## config.mk

```make
export PLATFORM = sky130hd
export DESIGN_NAME = store_buffer_flat
export DESIGN_NICKNAME = d
export VERILOG_FILES = /design/src/rtl/store_buffer_if.sv /design/src/rtl/store_buffer.sv /design/src/flat_wrapper.sv
export SDC_FILE = /design/constraint.sdc
export NUM_CORES = 1
export LEC_CHECK = 0
export CAP_MARGIN = 30
export CORE_AREA = 5 5 265 190
export DETAILED_ROUTE_END_ITERATION = 8
export DIE_AREA = 0 0 270 195
export PLACE_DENSITY = 0.63
export SKIP_CTS_REPAIR_TIMING = 1
export SLEW_MARGIN = 20
export SYNTH_ARGS = -nofsm -noshare
export SYNTH_HDL_FRONTEND = slang
export SYNTH_SLANG_ARGS = --single-unit
export TNS_END_PERCENT = 10
```

## constraint.sdc

```tcl
create_clock -name clk -period 5.76 [get_ports clk]
set_input_delay 1.152 -clock clk [delete_from_list [all_inputs] [get_ports clk]]
set_output_delay 1.152 -clock clk [all_outputs]
set_load 0.01 [all_outputs]
```

## src/rtl/store_buffer_if.sv

```systemverilog
// Core/memory-side bundle of the posted-write store buffer.
interface store_buffer_if #(
  parameter int unsigned DEPTH = 4,
  parameter int unsigned AW    = 32,
  parameter int unsigned DW    = 32
);
  localparam int unsigned CW = $clog2(DEPTH) + 1;

  logic          MemWrite;
  logic [AW-1:0] ALUResult;
  logic [DW-1:0] WriteData;
  logic          Stall;
  logic          FwdHit;
  logic [DW-1:0] FwdData;
  logic          MemValid;
  logic [AW-1:0] MemAddr;
  logic [DW-1:0] MemWData;
  logic          MemReady;
  logic          Empty;
  logic [CW-1:0] Count;

  // Core and memory together drive the requests and the ready
  modport master (
    output MemWrite, ALUResult, WriteData, MemReady,
    input  Stall, FwdHit, FwdData, MemValid, MemAddr, MemWData, Empty, Count
  );

  // The buffer itself
  modport slave (
    input  MemWrite, ALUResult, WriteData, MemReady,
    output Stall, FwdHit, FwdData, MemValid, MemAddr, MemWData, Empty, Count
  );
endinterface

```

## src/rtl/store_buffer.sv

```systemverilog
// Posted-write FIFO between the core data port and data memory, with
// youngest-match store-to-load forwarding on word addresses.
module store_buffer #(
  parameter int unsigned DEPTH = 4,
  parameter int unsigned AW    = 32,
  parameter int unsigned DW    = 32
) (
  input  logic           clk,
  input  logic           reset,
  store_buffer_if.slave  bus
);
  localparam int unsigned PW = $clog2(DEPTH);
  localparam int unsigned CW = PW + 1;

  logic [AW-1:0]    addr_q [DEPTH];
  logic [DW-1:0]    data_q [DEPTH];
  logic [DEPTH-1:0] valid_q;
  logic [PW-1:0]    rd_ptr_q, rd_ptr_d;
  logic [PW-1:0]    wr_ptr_q, wr_ptr_d;
  logic [CW-1:0]    count_q, count_d;

  logic          full, empty, push, pop;
  logic          fwd_hit;
  logic [DW-1:0] fwd_data;
  logic [PW-1:0] fwd_idx;

  assign full  = (count_q == CW'(DEPTH));
  assign empty = (count_q == '0);
  // No pass-through: a full buffer refuses the push even when popping
  assign push  = bus.MemWrite && !full;
  assign pop   = !empty && bus.MemReady;

  // Next pointers and occupancy
  always_comb begin
    rd_ptr_d = rd_ptr_q;
    wr_ptr_d = wr_ptr_q;
    count_d  = count_q;
    if (push) wr_ptr_d = wr_ptr_q + PW'(1);
    if (pop)  rd_ptr_d = rd_ptr_q + PW'(1);
    case ({push, pop})
      2'b10:   count_d = count_q + CW'(1);
      2'b01:   count_d = count_q - CW'(1);
      default: count_d = count_q;
    endcase
  end

  // Pointer and count registers
  always_ff @(posedge clk or negedge reset) begin
    if (!reset) begin
      rd_ptr_q <= '0;
      wr_ptr_q <= '0;
      count_q  <= '0;
    end else begin
      rd_ptr_q <= rd_ptr_d;
      wr_ptr_q <= wr_ptr_d;
      count_q  <= count_d;
    end
  end

  // Entry storage: write at tail on push, invalidate head on pop
  always_ff @(posedge clk or negedge reset) begin
    if (!reset) begin
      valid_q <= '0;
      for (int unsigned i = 0; i < DEPTH; i++) begin
        addr_q[i] <= '0;
        data_q[i] <= '0;
      end
    end else begin
      if (push) begin
        addr_q[wr_ptr_q]  <= bus.ALUResult;
        data_q[wr_ptr_q]  <= bus.WriteData;
        valid_q[wr_ptr_q] <= 1'b1;
      end
      if (pop) valid_q[rd_ptr_q] <= 1'b0;
    end
  end

  // Forwarding: walk back from the youngest entry (wr_ptr-1), first valid
  // word-address match wins; register state only, so this cycle's push is
  // invisible and this cycle's pop still forwards.
  always_comb begin
    fwd_hit  = 1'b0;
    fwd_data = '0;
    fwd_idx  = '0;
    for (int unsigned i = 0; i < DEPTH; i++) begin
      fwd_idx = wr_ptr_q - PW'(i + 1);
      if (!fwd_hit && valid_q[fwd_idx] &&
          (addr_q[fwd_idx][AW-1:2] == bus.ALUResult[AW-1:2])) begin
        fwd_hit  = 1'b1;
        fwd_data = data_q[fwd_idx];
      end
    end
  end

  assign bus.Stall    = bus.MemWrite && full;
  assign bus.FwdHit   = fwd_hit;
  assign bus.FwdData  = fwd_data;
  assign bus.MemValid = !empty;
  assign bus.MemAddr  = addr_q[rd_ptr_q];
  assign bus.MemWData = data_q[rd_ptr_q];
  assign bus.Empty    = empty;
  assign bus.Count    = count_q;
endmodule

```

## src/flat_wrapper.sv

```systemverilog
// flat-port wrapper written by rule: the top's interface ports become plain ports
module store_buffer_flat 
#(
  parameter int unsigned DEPTH = 4,
  parameter int unsigned AW    = 32,
  parameter int unsigned DW    = 32
)
  (clk, reset, bus_MemWrite, bus_ALUResult, bus_WriteData, bus_MemReady, bus_Stall, bus_FwdHit, bus_FwdData, bus_MemValid, bus_MemAddr, bus_MemWData, bus_Empty, bus_Count);
  store_buffer_if #(.DEPTH(DEPTH), .AW(AW), .DW(DW)) bus_i ();
  input  logic clk;
  input  logic reset;
  input wire logic [$bits(bus_i.MemWrite)-1:0] bus_MemWrite;
  input wire logic [$bits(bus_i.ALUResult)-1:0] bus_ALUResult;
  input wire logic [$bits(bus_i.WriteData)-1:0] bus_WriteData;
  input wire logic [$bits(bus_i.MemReady)-1:0] bus_MemReady;
  output wire logic [$bits(bus_i.Stall)-1:0] bus_Stall;
  output wire logic [$bits(bus_i.FwdHit)-1:0] bus_FwdHit;
  output wire logic [$bits(bus_i.FwdData)-1:0] bus_FwdData;
  output wire logic [$bits(bus_i.MemValid)-1:0] bus_MemValid;
  output wire logic [$bits(bus_i.MemAddr)-1:0] bus_MemAddr;
  output wire logic [$bits(bus_i.MemWData)-1:0] bus_MemWData;
  output wire logic [$bits(bus_i.Empty)-1:0] bus_Empty;
  output wire logic [$bits(bus_i.Count)-1:0] bus_Count;
  assign bus_i.MemWrite = bus_MemWrite;
  assign bus_i.ALUResult = bus_ALUResult;
  assign bus_i.WriteData = bus_WriteData;
  assign bus_i.MemReady = bus_MemReady;
  assign bus_Stall = bus_i.Stall;
  assign bus_FwdHit = bus_i.FwdHit;
  assign bus_FwdData = bus_i.FwdData;
  assign bus_MemValid = bus_i.MemValid;
  assign bus_MemAddr = bus_i.MemAddr;
  assign bus_MemWData = bus_i.MemWData;
  assign bus_Empty = bus_i.Empty;
  assign bus_Count = bus_i.Count;
  store_buffer #(.DEPTH(DEPTH), .AW(AW), .DW(DW)) u_core (.clk(clk), .reset(reset), .bus(bus_i));
endmodule
```

## Word level (Yosys, flattened, before mapping)

Cells that the tools add are included.

| storage, ports and cells | value |
|---|---|
| register bits after elaboration | 267 |
| input bits | 68 |
| output and inout bits | 103 |
| logic and storage cells | 124 |

| operators by class | value |
|---|---|
| $add $sub $neg | 7 |
| order comparisons | 13 |
| equal/unequal tests | 7 |
| mux-type cells | 57 |
| bitwise gates (word level) | 8 |
| reductions and logical operators | 20 |

Operators with widths:

| cell | count |
|---|---|
| $mux W32 | 25 |
| $bmux W32 S2 | 10 |
| $bwmux W128 | 2 |
| $eq A30 B30 Y1 | 4 |
| $demux W32 S2 | 1 |
| $ge A3 B3 Y1 const B | 5 |
| $lt A2 B3 Y1 const B | 5 |
| $not A2 Y3 | 5 |
| $logic_and A1 B1 Y1 | 13 |
| $mux W1 | 10 |
| $bmux W1 S2 | 4 |
| $mux W4 | 2 |
| $pmux W3 S2 | 1 |
| $logic_not A1 Y1 | 5 |
| $add A2 B1 Y2 const B | 2 |
| $and A4 B4 Y4 | 1 |
| $demux W1 S2 | 2 |
| $ge A2 B1 Y1 const B | 2 |
| $not A4 Y4 | 1 |
| $or A4 B4 Y4 | 1 |
| $sub A2 B2 Y2 const B | 2 |
| $add A3 B1 Y3 const B | 1 |
| $eq A3 B3 Y1 const B | 1 |
| $logic_not A3 Y1 | 1 |
| other kinds (6) | 6 |

## Depth between registers and ports, before layout

Gate-level depths: netlist of run 1.

| logic depth | value |
|---|---|
| word-level depth | 20 |
| mapped depth | 19 |
| depth with buffers taken out | 10 |

## Worst setup path before layout of run 1

OpenSTA, ideal clock, no wires.

| path | value |
|---|---|
| path kind | register to output |
| start point | register u_core.wr_ptr_q[1] |
| end point | output port bus_FwdData[30] |
| arrival time | 4.047 ns |
| data required time | 4.608 ns |
| path slack | 0.561 ns |
| cell stages (with the launch flop) | 18 |
| buffers on the path | 8 |
| cells stage by stage | dfrtp_1 buf_2 inv_1 buf_2 buf_1 ha_1 buf_2 buf_6 buf_6 mux2_2 a2111oi_0 o22ai_1 or4_1 or2_2 buf_6 buf_6 nor2_1 o22ai_2 |

| on the way | value |
|---|---|
| word-level cells in the longest chain between the ends | 20 |
| elaborated cells between the ends (all ways) | 60 |
| those cells by class | 3 x add/sub; 4 x eq/ne; 39 x mux; 4 x bitwise; 10 x reduce/logical |

Ends and longest elaborated chain:

| what | RTL line | RTL |
|---|---|---|
| start: declaration | store_buffer.sv:19 | `logic [PW-1:0] wr_ptr_q, wr_ptr_d;` |
| start signal: assignment | store_buffer.sv:55 | `wr_ptr_q <= wr_ptr_d;` |
| $sub A2 B1 Y2 | store_buffer.sv:86 | `fwd_idx = wr_ptr_q - PW'(i + 1);` |
| $not A2 Y3 (implied by the code) | store_buffer.sv:88, store_buffer.sv:90 |  |
| $bmux W32 S2 | store_buffer.sv:88 | `(addr_q[fwd_idx][AW-1:2] == bus.ALUResult[AW-1:2])) begin` |
| $mux W32 (implied by the code) (2 in a row) | store_buffer.sv:88 |  |
| $eq A30 B30 Y1 | store_buffer.sv:88 |  |
| $logic_and A1 B1 Y1 | store_buffer.sv:87 | `if (!fwd_hit && valid_q[fwd_idx] &&` |
| $mux W1 | store_buffer.sv:87 |  |
| $logic_not A1 Y1 | store_buffer.sv:87 |  |
| $logic_and A1 B1 Y1 (2 in a row) | store_buffer.sv:87 |  |
| $mux W1 | store_buffer.sv:87 |  |
| $logic_not A1 Y1 | store_buffer.sv:87 |  |
| $logic_and A1 B1 Y1 (2 in a row) | store_buffer.sv:87 |  |
| $mux W1 | store_buffer.sv:87 |  |
| $logic_not A1 Y1 | store_buffer.sv:87 |  |
| $logic_and A1 B1 Y1 (2 in a row) | store_buffer.sv:87 |  |
| $mux W32 (*) | store_buffer.sv:87 |  |
| end: declaration | flat_wrapper.sv:18 | `output wire logic [$bits(bus_i.FwdData)-1:0] bus_FwdData;` |

Every way passes the cells marked *; elsewhere a longest branch is shown, timed or not. The select of a mux whose other input is x is not followed.

## Worst setup path after layout of run 1

| path | value |
|---|---|
| start point | register u_core.wr_ptr_q[1] |
| end point | output port bus_FwdData[7] |

The elaborated chain is that of the path after synthesis.

==> results of run 1 <==
-- kinds of logic (layout without fill, tap and decap cells) --
family,after synthesis,after routing,share of synthesized area
buffers and inverters,182,390,0.0451
flip-flops,267,267,0.332
multiplexers,584,584,0.431
XOR/XNOR,122,122,0.0530
AND/OR/NAND/NOR,230,230,0.0515
AO/OA/AOI/OAI,242,242,0.0810
adder cells (fa/ha/maj),10,10,0.00658
-- where the power goes --
part	switching, mW	total, mW	leakage [nW]	internal (mW)
Combinational	5.17	11.6	6.49	6.38
Clock	0.815	2.16	0.549	1.34
Sequential	1.47	4.32	3.19	2.84
Total	7.46	18.0	10.2	10.6
-- stage by stage --
stage	setup WS [ns]	TNS, ns	area, um2	instances
2_1_floorplan	0.561	0	20100	1637
3_3_place_gp	-0.0954	-0.118	22900	2389
3_5_place_dp	-0.135	-0.160	22900	2389
4_1_cts	-0.559	-14.43	24000	2444
5_1_grt	-0.316	-0.911	24600	2466
6_report	-0.248	-0.661	24600	2466
-- cell usage in the layout, fill, tap and decap left out, types with 29 or more instances in the layout --
| master | instances |
|---|---|
| clkbuf_16 | 37 |
| a21oi_1 | 44 |
| mux2_2 | 265 |
| mux4_2 | 188 |
| o21ai_0 | 52 |
| mux2i_1 | 118 |
| buf_4 | 115 |
| nor2_1 | 103 |
| a211oi_1 | 29 |
| o22ai_1 | 34 |
| dfrtp_1 | 263 |
| xnor2_1 | 97 |
| nand2_1 | 53 |
| clkdlybuf4s50_1 | 139 |
| dlymetal6s2s_1 | 29 |
-- state kept, by name, summed over array words and instances (netlist names) --
signal	flops
u_core.bus.Count	3
u_core.data_q	128
u_core.wr_ptr_q	2
u_core.rd_ptr_q	2
u_core.addr_q	128
u_core.valid_q	4
-- path summary, 6_finish.rpt --
| check | startpoint | to |
|---|---|---|
| min reg2reg | u_core.addr_q[33]$_DFFE_PN0P_ | u_core.addr_q[33]$_DFFE_PN0P_ |
| max | u_core.wr_ptr_q[1]$_DFFE_PN0P_ | bus_FwdData[7] |
| min in group asynchronous | reset | u_core.addr_q[19]$_DFFE_PN0P_ |
| max in group asynchronous | reset | u_core.addr_q[75]$_DFFE_PN0P_ |
| max reg2reg | u_core.wr_ptr_q[0]$_DFFE_PN0P_ | u_core.addr_q[20]$_DFFE_PN0P_ |
| min | u_core.addr_q[33]$_DFFE_PN0P_ | u_core.addr_q[33]$_DFFE_PN0P_ |
-- synthesized netlist by cell type (3+ instances only) --
cell type / instances / share of area
buf_12: 4 / 0.0040
a32o_1: 3 / 0.0015
nor2_1: 104 / 0.019
buf_4: 8 / 0.0030
o311a_1: 3 / 0.0015
o22ai_1: 34 / 0.011
xor2_1: 22 / 0.0096
mux4_1: 9 / 0.012
nand4_1: 20 / 0.0062
a2111oi_0: 8 / 0.0035
mux4_2: 188 / 0.21
ha_1: 9 / 0.0056
buf_2: 26 / 0.0065
nand3_1: 14 / 0.0035
clkbuf_1: 80 / 0.015
o2111ai_1: 5 / 0.0022
inv_1: 18 / 0.0034
buf_6: 13 / 0.0073
o211ai_1: 9 / 0.0034
and2_1: 4 / 0.0012
a22o_1: 3 / 0.0013
or4_1: 5 / 0.0019
a311oi_1: 27 / 0.012
a221oi_1: 6 / 0.0026
buf_1: 31 / 0.0058
nand2_1: 57 / 0.011
nor3_1: 9 / 0.0022
mux2_2: 265 / 0.15
a31oi_1: 4 / 0.0012
and3_1: 4 / 0.0012
o21ai_0: 52 / 0.013
a21oi_1: 44 / 0.011
mux2i_1: 120 / 0.060
dfrtp_1: 267 / 0.33
xnor2_1: 100 / 0.043
nor4_1: 3 / 0.00093
a211oi_1: 29 / 0.011
-- cell type report --
type	instances	area [um2]	area share
Sequential cell	267	6700	0.273
Multi-Input combinational cell	1188	12700	0.515
Inverter	20	75.1	0.00305
Clock buffer	47	946	0.0385
Clock inverter	8	165	0.00672
Tap cell	621	777	0.0316
Timing Repair Buffer	315	3260	0.133
-- metal layers --
layer | up-vias | GRT usage
met5 | - | 0
met4 | 4 | 0.0419
met1 | 8203 | 0.348
met3 | 90 | 0.0512
li1 | 6745 | -
met2 | 753 | 0.360
-- worst register-to-register path, cell delays in order (launching register included) --
cell,delay (ns)
dfrtp_4,0.48
buf_6,0.18
buf_4,0.30
ha_1,0.33
nand2_4,0.53
buf_4,0.50
mux2_2,0.39
==> flow_summary.ini, run 1 <==
[outcome]
status = finished with violations
failed_checks = setup timing

[timing]
clock.fmax_ghz = 0.166
final.min_clock_period_ns = 6.01
tightest_slew_ns = 1.02
finalHoldWorstSlack_ns = 0.505
slew_headroom = 0.321
setup_slack_ns = -0.248
setup_viol = 3
finalCritPeriodShare = 1.04
fin_skew_ns = 0.00758
final_hold_viol_count = 0
final_max_slew_viol_count = 0
rsz0062_at_grt = yes

[grt]
grt_use_total = 0.234
grt_overflow = 0
grt_pass1_wl_um = 97400
antenna_found_initial = 2
grt_pass1_vias = 15584
grt_start_max_net_pins = 96

[clock_network]
cts_buffer_depth = 3
clock-sinks = 267
clkTransAtPathRegs_ns = 0.06
ctsHtreeMaxLevel = 1
cts_buffers = 30
cts_root_buf = clkbuf_16
cts_tree = built
clk_latency_ns = 0.57

[critical_path]
cp.arrival_ns = 4.86
crit_chain = inv_1 -> ha_4 -> buf_4 -> buf_12 -> mux4_2 -> xnor2_1 -> nand4_1 -> or4_4 -> and4b_4 -> or4_4 -> buf_12 -> mux2_4 -> clkdlybuf4s50_1
crit_path_top_delay_cell = or4_4
cp_top_family = simple AND/OR/NAND/NOR gates
critical_path_class = reg2out
r2r_slack_ns = 2.94
crit_path_max_incr_delay_ns = 0.55
crit_buf_inv = 5
cp-start-kind = flop
cp_data_required_time_ns = 4.61
r2r_cells = 6
crit_path_end_kind = output pin
critPathMaxFanout = 15
worstSetupPathDepth = 13

[drt]
drtIter0Drc = 1711
wl_met1_um = 29200
via_per_inst = 6.41
wl_per_cell_um = 26.7
wl_met3_um = 5600
postRouteWirelength_um = 65800
antenna_left = 0
routed.top_layer = met5
drc_errors = 0
drt-pass1-iter-count = 5
dr_wl_met2_um = 29800
vias = 15795

[pwr]
power.density_mw_per_mm2 = 734
p_leak_nw = 10.2
irDropWorstVdd_uv = 402
total_power_mw = 18.0

[logic_synthesis]
synthesis.area_mm2 = 0.0201
seq_area_frac_synth = 0.332
synth.distinct_cells = 57
synth-edff-count = 0
synthesis.nets = 1715
synth_warnings = 0
synth-main-ff-cell = dfrtp_1
syn_inst = 1637
syn_area_per_cell_um2 = 12.3
async_reset_ff_frac = 1.00
ys_ff_latch = 267

[flow_run]
cap_violations = 0

[floorplanning]
ios = 171
chipWidth_um = 270
start_util = 0.425
die_y_um = 195
rows = 67
core-area_mm2 = 0.0474
design.die.area_mm2 = 0.0527

[layout]
drive_gt1_frac = 0.367
area_growth_pct = 22.0
diodes = 0
fin_util = 0.519
layout.nets = 1900
nFillCells = 4023

[placed_design]
dpl.hpwl_um = 42600
portBuffers = 170
place_congestion = 0.930

[min_path]
whs_path_depth = 1
hp-class = reg2reg
Note: power is estimated with default switching activity, not from simulation.
==> run 2, diff against run 1 <==
--- a/config.mk
+++ b/config.mk
@@ -6,10 +6,11 @@
 export NUM_CORES = 1
 export LEC_CHECK = 0
 export CAP_MARGIN = 30
-export CORE_AREA = 5 5 265 190
+export CORE_AREA = 5 5 256 196
 export DETAILED_ROUTE_END_ITERATION = 8
-export DIE_AREA = 0 0 270 195
-export PLACE_DENSITY = 0.63
+export DIE_AREA = 0 0 261 201
+export DONT_BUFFER_PORTS = 1
+export PLACE_DENSITY = 0.58
 export SKIP_CTS_REPAIR_TIMING = 1
 export SLEW_MARGIN = 20
 export SYNTH_ARGS = -nofsm -noshare
==> flow_summary.ini, run 2 (same netlist as run 1, synthesis figures left out) <==
[layout]
final_cells = 2256
layout.nets = 1664
area_growth_pct = 9.97
drive_gt1_frac = 0.378
final_cell_mix = mux2_2 (265), dfrtp_1 (263), mux4_2 (188)
top_regs = u_core.addr_q (128), u_core.data_q (128), u_core.valid_q (4)
layout_commonest_cell = mux2_2
diodes = 0

[timing]
finalSetupTns_ns = 0
fin_skew_ns = 0.0119
finalHoldWorstSlack_ns = 0.311
tightest_slew_ns = 0.919
setup_viol = 0
final_max_slew_viol_count = 0
final_hold_viol_count = 0
clock.fmax_ghz = 0.175
final.min_clock_period_ns = 5.71
setup_slack_ns = 0.0475
slew_headroom = 0.387
finalCritPeriodShare = 0.992

[clock_network]
clock-sinks = 267
clkTransAtPathRegs_ns = 0.06
cts_buffers = 31
clk_latency_ns = 0.58
cts_tree = built
cts_root_buf = clkbuf_16
ctsHtreeMaxLevel = 1
cts_buffer_depth = 3

[critical_path]
r2r-start = u_core.wr_ptr_q[1]$_DFFE_PN0P_
cp-start-kind = flop
critPathMaxFanout = 16
cp.arrival_ns = 4.56
critical_path_class = reg2out
crit_path_start = u_core.wr_ptr_q[0]$_DFFE_PN0P_
crit_path_end_kind = output pin
cp_data_required_time_ns = 4.61

[drt]
drtIter0Drc = 1450
drc_errors = 0
via_per_inst = 6.54
postRouteWirelength_um = 63000
antenna_left = 0
wl_per_cell_um = 27.9
drt-pass1-iter-count = 5
vias = 14752

[grt]
antenna_found_initial = 0
grt_overflow = 0
grt_pass1_vias = 14410
grt_pass1_wl_um = 93500
grt_start_max_net_pins = 268
grt_use_total = 0.227

[pwr]
p_leak_nw = 8.68
power.density_mw_per_mm2 = 744
total_power_mw = 16.5
irDropWorstVdd_uv = 326

[placed_design]
place_congestion = 0.893
dp_cells = 2190
dpl.hpwl_um = 39300
pre_cts_ws_ns = 0.358
portBuffers = 0

[floorplanning]
ios = 171
die_y_um = 201
start_util = 0.422
chipWidth_um = 261
core-area_mm2 = 0.0477
rows = 70
design.die.area_mm2 = 0.0525

[outcome]
status = completed

[flow_run]
cap_violations = 0

[min_path]
hp-class = in2async
-- run 2: worst max-delay path, cell delays in order, from the launching register on --
cell,delay [ns]
dfrtp_4,0.44
clkinv_1,0.13
ha_4,0.37
clkbuf_4,0.20
buf_4,0.12
mux4_2,0.49
xnor2_1,0.30
nor2_1,0.10
o2111ai_1,0.11
or4_4,0.22
and4b_2,0.29
or4_4,0.59
buf_12,0.19
o22ai_1,0.24
buf_4,0.18
-- run 2: cell type report --
cell class	count	area, um2
clock buffers	42	897
clock inverters	13	198
fillers	4269	25600
inverters	20	75.1
multi-input cells	1188	12600
flip-flops and latches	267	6700
well taps	648	811
repair buffers	78	833
-- run 2: worst paths after layout --
kind	slack, ns	endpoint	depth (start not counted)
max	0.05	bus_FwdData[21]	14
min	0.31	u_core.addr_q[93]$_DFFE_PN0P_	0
max reg2reg	2.74	u_core.addr_q[49]$_DFFE_PN0P_	6
min reg2reg	0.50	u_core.addr_q[33]$_DFFE_PN0P_	1
max in group asynchronous	5.04	u_core.data_q[46]$_DFFE_PN0P_	0
min in group clk	0.50	u_core.addr_q[33]$_DFFE_PN0P_	1
-- run 2: power breakdown --
group / switching, mW / internal (mW) / total (mW) / leakage (nW)
combinational: 4.87 / 5.23 / 10.1 / 4.96
clock: 0.833 / 1.30 / 2.14 / 0.534
sequential: 1.41 / 2.84 / 4.25 / 3.19
-- run 2: stage by stage --
stage / utilization / instance area, um2
4_1_cts: 0.459 / 21900
3_5_place_dp: 0.436 / 20800
5_1_grt: 0.464 / 22200
2_1_floorplan: - / 20100
3_3_place_gp: 0.436 / 20800
6_report: 0.464 / 22200
-- run 2: layer usage --
metal,up-vias,global-route usage,wire (um)
met3,95,0.0534,5680
met1,7722,0.335,27200
met2,669,0.345,28600
li1,6266,-,-
met5,-,0,0
met4,0,0.0463,1530
==> run 3, diff against run 2 <==
--- a/config.mk
+++ b/config.mk
@@ -5,7 +5,7 @@
 export SDC_FILE = /design/constraint.sdc
 export NUM_CORES = 1
 export LEC_CHECK = 0
-export CAP_MARGIN = 30
+export CAP_MARGIN = 20
 export CORE_AREA = 5 5 256 196
 export DETAILED_ROUTE_END_ITERATION = 8
 export DIE_AREA = 0 0 261 201
==> flow_summary.ini, run 3 (same netlist as run 1, synthesis figures left out) <==
[timing]
setup_slack_ns = 0.0518
rsz0062_at_grt = no
finalCritPeriodShare = 0.991
fin_skew_ns = 0.0125
setup_viol = 0
finalSetupTns_ns = 0
final_hold_viol_count = 0
final.min_clock_period_ns = 5.71
slew_headroom = 0.363
finalHoldWorstSlack_ns = 0.312
clock.fmax_ghz = 0.175
tightest_slew_ns = 0.956
final_max_slew_viol_count = 0

[drt]
antenna_left = 0
drc_errors = 0
vias = 14814
via_per_inst = 6.57
wl_per_cell_um = 28.0
postRouteWirelength_um = 63000
drtIter0Drc = 1420
drt-pass1-iter-count = 5

[critical_path]
critPathMaxFanout = 16
r2r_cells = 6
worstSetupPathDepth = 14
crit_chain = clkinv_1 -> ha_4 -> clkbuf_4 -> buf_4 -> mux4_2 -> xnor2_1 -> nor2_1 -> o2111ai_1 -> or4_4 -> and4b_2 -> or4_4 -> buf_12 -> o22ai_1 -> buf_4
crit_buf_inv = 5
critical_path_class = reg2out
cp_top_family = simple AND/OR/NAND/NOR gates
cp_data_required_time_ns = 4.61
cp-start-kind = flop
crit_path_top_delay_cell = or4_4
crit_path_end_kind = output pin
cp.arrival_ns = 4.56
crit_path_max_incr_delay_ns = 0.59

[layout]
area_growth_pct = 9.90
diodes = 0
register_area_mm2 = 0.00670
layout.nets = 1663
final_cells = 2255
top_regs = u_core.addr_q (128), u_core.data_q (128), u_core.valid_q (4)
drive_gt1_frac = 0.378
final_cell_mix = mux2_2 (265), dfrtp_1 (263), mux4_2 (188)
nFillCells = 4270
fin_util = 0.464
multiInputGateArea_mm2 = 0.0127
layout_commonest_cell = mux2_2
final_area_mm2 = 0.0221

[grt]
grt_overflow = 0
grt_use_total = 0.227
grt_pass1_vias = 14410
grt_start_max_net_pins = 268
antenna_found_initial = 0
grt_pass1_wl_um = 93500

[clock_network]
cts_buffers = 31
clk_latency_ns = 0.57
cts_tree = built
clkTransAtPathRegs_ns = 0.06
cts_root_buf = clkbuf_16
cts_buffer_depth = 3
ctsHtreeMaxLevel = 1
clock-sinks = 267

[floorplanning]
core-area_mm2 = 0.0477
rows = 70
design.die.area_mm2 = 0.0525
ios = 171
die_y_um = 201
chipWidth_um = 261
start_util = 0.422

[pwr]
p_leak_nw = 8.67
power.density_mw_per_mm2 = 744
irDropWorstVdd_uv = 328
total_power_mw = 16.5

[outcome]
status = completed

[flow_run]
cap_violations = 0

[placed_design]
portBuffers = 0
place_congestion = 0.893
pre_cts_ws_ns = 0.358
dpl.hpwl_um = 39300
dp_cells = 2190
place_area_mm2 = 0.0208

[min_path]
hp-class = in2async
run 3: area by class of cell:
type                       instances  share of cell area
clock buffer                      42              0.0405
timing repair buffer              77              0.0367
multi-input combinational       1188               0.571
clock inverter                    13             0.00893
sequential                       267               0.302
inverter                          20             0.00339
tap                              648              0.0366
run 3: routing by layer:
metal  share of wire  track usage  wire (um)
met1            0.44        0.335      27500
met2            0.45        0.345      28600
met3           0.085       0.0534       5380
met4           0.024       0.0463       1490
met5               0            0          0
run 3: final timing paths:
check	start	endpoint	slack, ns
setup / recovery	u_core.wr_ptr_q[0]$_DFFE_PN0P_	bus_FwdData[21]	0.05
hold / removal	reset	u_core.addr_q[125]$_DFFE_PN0P_	0.31
setup reg to reg	u_core.wr_ptr_q[1]$_DFFE_PN0P_	u_core.addr_q[49]$_DFFE_PN0P_	2.74
hold reg to reg	u_core.addr_q[33]$_DFFE_PN0P_	u_core.addr_q[33]$_DFFE_PN0P_	0.50
max in group asynchronous	reset	u_core.data_q[113]$_DFFE_PN0P_	5.06
min in group clk	u_core.addr_q[33]$_DFFE_PN0P_	u_core.addr_q[33]$_DFFE_PN0P_	0.50
run 3: where the power goes:
part           leakage (nW)  total, mW  switching (mW)  internal, mW
registers              3.19       4.30            1.45          2.84
clock network         0.534       2.13           0.828          1.30
logic                  4.95       10.0            4.82          5.21
